$ cat config.mk
export PLATFORM = sky130hd
export DESIGN_NAME = energy_detect
export DESIGN_NICKNAME = d
export VERILOG_FILES = /design/src/rtl/energy_detect.sv
export SDC_FILE = /design/constraint.sdc
export NUM_CORES = 1
export LEC_CHECK = 0
export CORE_MARGIN = 2
export CORE_UTILIZATION = 55
export CTS_CLUSTER_DIAMETER = 60
export CTS_CLUSTER_SIZE = 30
export DETAILED_ROUTE_END_ITERATION = 10
export PLACE_DENSITY_LB_ADDON = 0.05
export REMOVE_ABC_BUFFERS = 1
export SYNTH_ARGS = -nofsm -noshare
export SYNTH_HDL_FRONTEND = slang
export SYNTH_SLANG_ARGS = --single-unit
export TNS_END_PERCENT = 100
$ cat constraint.sdc
create_clock -name clk -period 4.38 [get_ports clk]
set_clock_uncertainty 0.15 [all_clocks]
set_input_delay 0.657 -clock clk [delete_from_list [all_inputs] [get_ports clk]]
set_output_delay 0.657 -clock clk [all_outputs]
set_load 0.1 [all_outputs]
$ cat src/rtl/energy_detect.sv
// Sums |x| over windows of 2^LOG2W samples and runs a hysteresis/hold detector on each window sum.
// energy updates 1 cycle after the last sample and detected 2 cycles after it; no backpressure, every x_valid sample is taken.
module energy_detect #(
  parameter int DW    = 16,
  parameter int LOG2W = 8,
  parameter logic [DW+LOG2W-1:0] TH_ON  = {{(DW+LOG2W-1){1'b0}}, 1'b1} << (DW+LOG2W-3),
  parameter logic [DW+LOG2W-1:0] TH_OFF = {{(DW+LOG2W-1){1'b0}}, 1'b1} << (DW+LOG2W-4),
  parameter int HOLD  = 2
) (
  input  logic                   clk,
  input  logic                   rst,
  input  logic signed [DW-1:0]   x,
  input  logic                   x_valid,
  output logic [DW+LOG2W-1:0]    energy,
  output logic                   energy_valid,
  output logic                   detected
);

  localparam int         EW     = DW + LOG2W;
  localparam logic [3:0] HOLD_C = 4'(HOLD);

  typedef enum logic [1:0] {S_OFF, S_ARM, S_ON, S_DISARM} state_t;

  logic [DW-1:0]    w_abs;
  logic [EW-1:0]    w_sum;
  logic [EW-1:0]    r_acc;
  logic [LOG2W-1:0] r_cnt;
  logic [EW-1:0]    r_energy;
  logic             r_ev;
  state_t           r_state;
  logic [3:0]       r_hc;
  logic             r_det;

  // Negating the most negative sample wraps to 2^(DW-1), which is the correct unsigned magnitude.
  assign w_abs = x[DW-1] ? DW'(-x) : DW'(x);
  assign w_sum = r_acc + {{LOG2W{1'b0}}, w_abs};

  always_ff @(posedge clk) begin
    if (rst) begin
      r_acc    <= '0;
      r_cnt    <= '0;
      r_energy <= '0;
      r_ev     <= 1'b0;
    end else begin
      r_ev <= 1'b0;
      if (x_valid) begin
        if (r_cnt == {LOG2W{1'b1}}) begin
          r_energy <= w_sum;
          r_acc    <= '0;
          r_cnt    <= '0;
          r_ev     <= 1'b1;
        end else begin
          r_acc <= w_sum;
          r_cnt <= r_cnt + 1'b1;
        end
      end
    end
  end

  // Decision only moves on the cycle a fresh window sum is presented.
  always_ff @(posedge clk) begin
    if (rst) begin
      r_state <= S_OFF;
      r_hc    <= '0;
      r_det   <= 1'b0;
    end else if (r_ev) begin
      case (r_state)
        S_OFF: begin
          if (r_energy >= TH_ON) begin
            if (HOLD_C == 4'd1) begin
              r_state <= S_ON;
              r_det   <= 1'b1;
              r_hc    <= '0;
            end else begin
              r_state <= S_ARM;
              r_hc    <= 4'd1;
            end
          end
        end
        S_ARM: begin
          if (r_energy >= TH_ON) begin
            if (r_hc + 4'd1 == HOLD_C) begin
              r_state <= S_ON;
              r_det   <= 1'b1;
              r_hc    <= '0;
            end else begin
              r_hc <= r_hc + 4'd1;
            end
          end else begin
            r_state <= S_OFF;
            r_hc    <= '0;
          end
        end
        S_ON: begin
          if (r_energy < TH_OFF) begin
            if (HOLD_C == 4'd1) begin
              r_state <= S_OFF;
              r_det   <= 1'b0;
              r_hc    <= '0;
            end else begin
              r_state <= S_DISARM;
              r_hc    <= 4'd1;
            end
          end
        end
        S_DISARM: begin
          if (r_energy < TH_OFF) begin
            if (r_hc + 4'd1 == HOLD_C) begin
              r_state <= S_OFF;
              r_det   <= 1'b0;
              r_hc    <= '0;
            end else begin
              r_hc <= r_hc + 4'd1;
            end
          end else begin
            r_state <= S_ON;
            r_hc    <= '0;
          end
        end
        default: begin
          r_state <= S_OFF;
          r_det   <= 1'b0;
          r_hc    <= '0;
        end
      endcase
    end
  end

  assign energy       = r_energy;
  assign energy_valid = r_ev;
  assign detected     = r_det;

endmodule

Word level (Yosys, flattened, before mapping)
Cells that the tools add are included.

Flip-flop bits (word level): 64. Input port bits: 19. Output and inout port bits: 26. Word-level logic and storage cells: 56.

Add/subtract/negate cells: 4. Magnitude comparators: 2. Equal/unequal tests: 13. Mux-type cells: 22. Bitwise gates (word level): 1. Reductions and logical operators: 7.

Operators by type and width (count): $add 24x16->24 (1); $ge 24x22->1 const B (1); $lt 24x21->1 const B (1); $mux 24 (1); $mux 4 (5); $mux 16 (1); $neg 16->16 (1); $pmux 4 s4 (1); $mux 2 (6); $ne 2x2->1 const B (6); $add 8x1->8 const B (1); $eq 8x8->1 const B (1); $mux 8 (1); $pmux 2 s4 (1); $ne 3x3->1 const B (2); $reduce_and 6->1 (1); $mux 1 (5); $reduce_and 5->1 (1); $add 4x1->4 const B (1); $eq 2x2->1 const B (2); $eq 4x2->1 const B (1); $reduce_and 3->1 (1); $eq 2x1->1 const B (1); $logic_not 2->1 (1); 5 further kinds (5).

Depth between registers and ports, before layout
Gate-level depths: netlist of run 1.

Depth after elaboration: 5. Gate-level depth with buffers: 15.

Worst setup path after synthesis of run 1
OpenSTA, ideal clock, no wires.

Path type: input to register. From: input port x[9]. To: register r_energy[23], in the netlist energy[23]. Library setup time: 77 ps. Data arrival time: 3519 ps. Path slack: 634 ps. Stages on the path: 12. Path buffers: 0. Cells stage by stage: or4_1 or4_1 nand2_1 xnor2_1 ha_1 nand2_1 o21ai_0 a21oi_1 nor2b_1 a41oi_4 or4_1 a41oi_2.

Cells in the longest elaborated chain, start to end: 3.

RTL lines: from (decl) (line 12) `input logic signed [DW-1:0] x,`; $neg 16->16 (line 35) `assign w_abs = x[DW-1] ? DW'(-x) : DW'(x);`; $mux 16 (*) (line 35); $add 24x16->24 (*) (line 36) `assign w_sum = r_acc + {{LOG2W{1'b0}}, w_abs};`; to (signal assigned) (line 48) `r_energy <= w_sum;`; to (decl) (line 28) `logic [EW-1:0] r_energy;`.

Mark *: on every way between the ends. The rest lies on a longest branch, timed or not. A chain may end at the register's enable or synchronous reset.

Worst setup path after layout of run 1
From: input port x[10]. To: register r_energy[23], in the netlist energy[23].

The elaborated chain is that of the path after synthesis.

==> results of run 1 <==
[final timing paths]
| check | slack, ns | endpoint | cells after the start |
|---|---|---|---|
| hold reg to reg | 0.30 | energy[0] | 2 |
| setup reg to reg | 1.78 | energy[20] | 8 |
| hold / removal | 0.30 | energy[0] | 2 |
| setup / recovery | 0.26 | energy[23] | 13 |
[registers in the layout (all words and copies together), names as in the netlist]
signal	flops
r_acc	24
r_cnt	8
energy_valid	1
energy	24
r_hc	4
detected	1
r_state	2
[stage by stage]
step                TNS, ns  std cells  power (mW)
floorplan                 0        442       0.957
global placement          0        583        1.09
detailed placement  -0.0705        583        1.09
CTS                       0        597        1.54
global route              0        597        1.63
finish                    0        597        1.54
[cell type report]
class,instances,area (µm²),share of cell area [%]
timing repair buffer,61,563,12.5
multi-input combinational,365,2360,52.1
clock inverter,3,18.8,0.415
clock buffer,11,151,3.35
sequential,64,1280,28.3
inverter,13,48.8,1.08
tap,80,100,2.21
[worst register-to-register path: cells and delay by family (launching register included)]
kind,cells,cell delay [ns]
flip-flops,1,0.32
XOR/XNOR,1,0.16
adder cells (fa/ha/maj),1,0.31
AO/OA/AOI/OAI,5,1.33
AND/OR/NAND/NOR,1,0.18
[metal layers]
metal | vias to the layer above | track usage (%) | routed length (µm)
li1 | 1770 | - | -
met1 | 1641 | 32.0 | 4320
met3 | 15 | 4.29 | 236
met4 | 0 | 9.23 | 159
met2 | 54 | 42.3 | 4270
met5 | - | 0 | 0
[report_power, final]
part	switching, mW	leakage (nW)	internal [mW]
clock network	0.224	0.0910	0.229
registers	0.0204	0.519	0.612
logic	0.259	1.08	0.200
[cell usage in the layout (no fill, tap or decap), types with 13 or more instances in the layout]
cell,synthesis,layout
sky130_fd_sc_hd__nand2_1,69,69
sky130_fd_sc_hd__dfxtp_1,64,64
sky130_fd_sc_hd__clkdlybuf4s50_1,0,43
sky130_fd_sc_hd__a21oi_1,42,42
sky130_fd_sc_hd__nor2_1,38,38
sky130_fd_sc_hd__xnor2_1,23,23
sky130_fd_sc_hd__o21ai_0,23,23
sky130_fd_sc_hd__ha_1,21,21
sky130_fd_sc_hd__nand3_1,17,17
sky130_fd_sc_hd__buf_4,0,17
sky130_fd_sc_hd__xor2_1,14,14
sky130_fd_sc_hd__inv_1,13,13
[cell families after synthesis]
family / after synthesis
xor+xnor: 37
buf+inv: 34
flops: 64
simple gates: 178
compound gates: 124
fa+ha+maj: 22
mux: 4
==> PnR_summary.wiki, run 1 <==
{| class="wikitable"
! Metric !! Value
|-
| Result of the run || completed
|-
| Sequential share of the synthesized area || 34.0%
|-
| Yosys top cell by area || sky130_fd_sc_hd__dfxtp_1
|-
| 1st-iter DRT viols || 126
|-
| Most common cell in the netlist || sky130_fd_sc_hd__nand2_1
|-
| Clock transition at the registers of the reported paths || 0.07 ns
|-
| Syn_area_per_cell || 8.13 µm²
|-
| Number of port buffers || 44
|-
| Total of fill cells in the finished design || 580
|-
| Placeable core region || 6720 µm²
|-
| Fin. Hold Viols || 0
|-
| Remaining routing DRC violations || 0
|-
| Post-place setup slack || -0.0705 ns
|-
| Top cells by area, synth || sky130_fd_sc_hd__dfxtp_1, sky130_fd_sc_hd__ha_1, sky130_fd_sc_hd__nand2_1
|-
| Source of the worst register-to-register timing path || r_acc[7]
|-
| Critical Path RT || 4.49 ns
|-
| Ports placed on the boundary || 45
|-
| Pin count of the biggest net entering global routing || 35
|-
| Area share of fa/ha/maj cells after synthesis || 7.51%
|-
| Area growth from synthesis to layout || 20.0%
|-
| Max-slew violation total from the final report || 0
|-
| Die boundary height || 86.7 µm
|-
| Insertion delay of the later-clocked pin in the worst-skew pair || 0.34 ns
|-
| Cell occurring most often along the worst timing path || sky130_fd_sc_hd__or4_1
|-
| Most used standard cells in the synthesized netlist || sky130_fd_sc_hd__nand2_1, sky130_fd_sc_hd__dfxtp_1, sky130_fd_sc_hd__a21oi_1
|-
| Arrival time at the worst endpoint || 4.23 ns
|-
| Cells after Synth || 463
|-
| Initial core utilization || 56.0%
|-
| Die X-Extent || 86.7 µm
|-
| Buffers inserted during post-CTS setup optimization || 0
|-
| Cell at the root of the clock tree || sky130_fd_sc_hd__clkbuf_8
|-
| Post-cts hold buffer count || 0
|-
| Fraction of layout instances using a drive strength above 1 || 7.93%
|-
| Pwr/cell area || 342 nW/µm²
|-
| Gpl congestion || 0.841
|-
| Crit-path cells || clkdlybuf4s50_1 > or4_1 > or4_1 > o21ai_0 > xnor2_1 > ha_1 > nand2_1 > o21ai_0 > a21oi_1 > nor2b_1 > a41oi_4 > or4_1 > a41oi_2
|-
| Worst path slowest cell || sky130_fd_sc_hd__or4_1
|-
| Largest vdd supply drop || 0.196 mV
|-
| Count of state elements after synthesis || 64
|-
| Worst setup path startpoint || x[10]
|-
| Proportion of register bits with asynchronous set or reset after synthesis || 0%
|-
| Type of element capturing the critical path || register
|-
| Number of warning messages in the yosys log || 0
|-
| Type of origin of the critical path || input pin
|-
| Antenna violations before repair || 0
|-
| Remaining global-route overflow || 0
|-
| CTS tree || yes
|-
| Core Util, Final || 67.3%
|-
| Count of buffer and inverter cells on the critical path || 1
|-
| Delay-heaviest family, CP || simple AND/OR/NAND/NOR gates
|-
| Prevailing post-synth register cell || sky130_fd_sc_hd__dfxtp_1
|-
| Proportion of netlist area held by the largest area contributor || 34.0%
|-
| Total of max-cap violations || 0
|-
| Antenna diode count || 0
|-
| Count of instances resized after the clock tree is built || 0
|-
| Basic-gate share of the synthesized area counting and, or, nand and nor cells || 22.6%
|-
| Max incr delay on CP || 0.57 ns
|-
| Final number of setup-violating endpoints || 0
|-
| Distinct cell type count after synthesis || 59
|-
| Post-Layout Inst Area || 4520 µm²
|-
| Leakage Power || 1.69 nW
|-
| Placed wire-length estimate || 6.47 mm
|-
| Slew HR || 23.3%
|-
| Count of flip-flops with a built-in enable after synthesis || 0
|-
| Routed vias/inst || 5.83
|-
| Synth Cell Area || 3760 µm²
|-
| Placement Cell Area || 4350 µm²
|-
| Smallest setup slack after layout || 0.260 ns
|-
| Actual transition at the worst max-transition pin || 1.15 ns
|-
| Number of nets with antenna violations after routing || 0
|-
| Clk sinks || 64
|-
| Worst hold-check path type || reg -> reg
|-
| Number of nets in the final layout || 555
|-
| Row count || 30
|-
| Multiplexer share of the synthesized area || 1.10%
|-
| Category of the critical setup timing path || in -> reg
|-
| Drt total wl || 8.99 mm
|-
| Final Cycle Share || 94.1%
|-
| Overall routing resource usage || 25.0%
|-
| Beginning of the worst hold path || energy[0]
|-
| Main combinational cell family by area after synthesis || compound AO/OA/AOI/OAI gates
|-
| Setup repair after global routing missed its margin || no
|-
| Compound-Gate Fraction of Synth Area || 22.8%
|-
| Final Critical Period || 4.12 ns
|-
| Total via count in the routed design || 3480
|-
| Routed wirelength normalized by instance count || 15.1 µm
|-
| Worst-case clock buffer depth || 2
|-
| Total die area || 7520 µm²
|-
| Top fanout value on the critical path || 7
|-
| Total CTS buffers || 9
|-
| Wire length of the first global-routing pass || 15.0 mm
|-
| Number of detailed-routing iterations run before antenna repair || 5
|-
| Via count of the first global-routing pass || 3367
|-
| Max Freq || 0.243 GHz
|-
| Synthesized-area fraction occupied by xor and xnor cells || 8.61%
|-
| Htree depth || 3
|-
| Worst hold slack after final layout || 0.303 ns
|}
Note: power is estimated with default switching activity, not from simulation.
==> run 2, diff against run 1 <==
Settings changed: CTS_CLUSTER_SIZE 30 to 12.
==> results of run 2 <==
The final DEF is identical to that of run 1; final timing and power are the same.
==> run 3, diff against run 2 <==
Settings changed: CAP_MARGIN from default to 10.
==> results of run 3 <==
The final DEF is identical to that of run 1; final timing and power are the same.
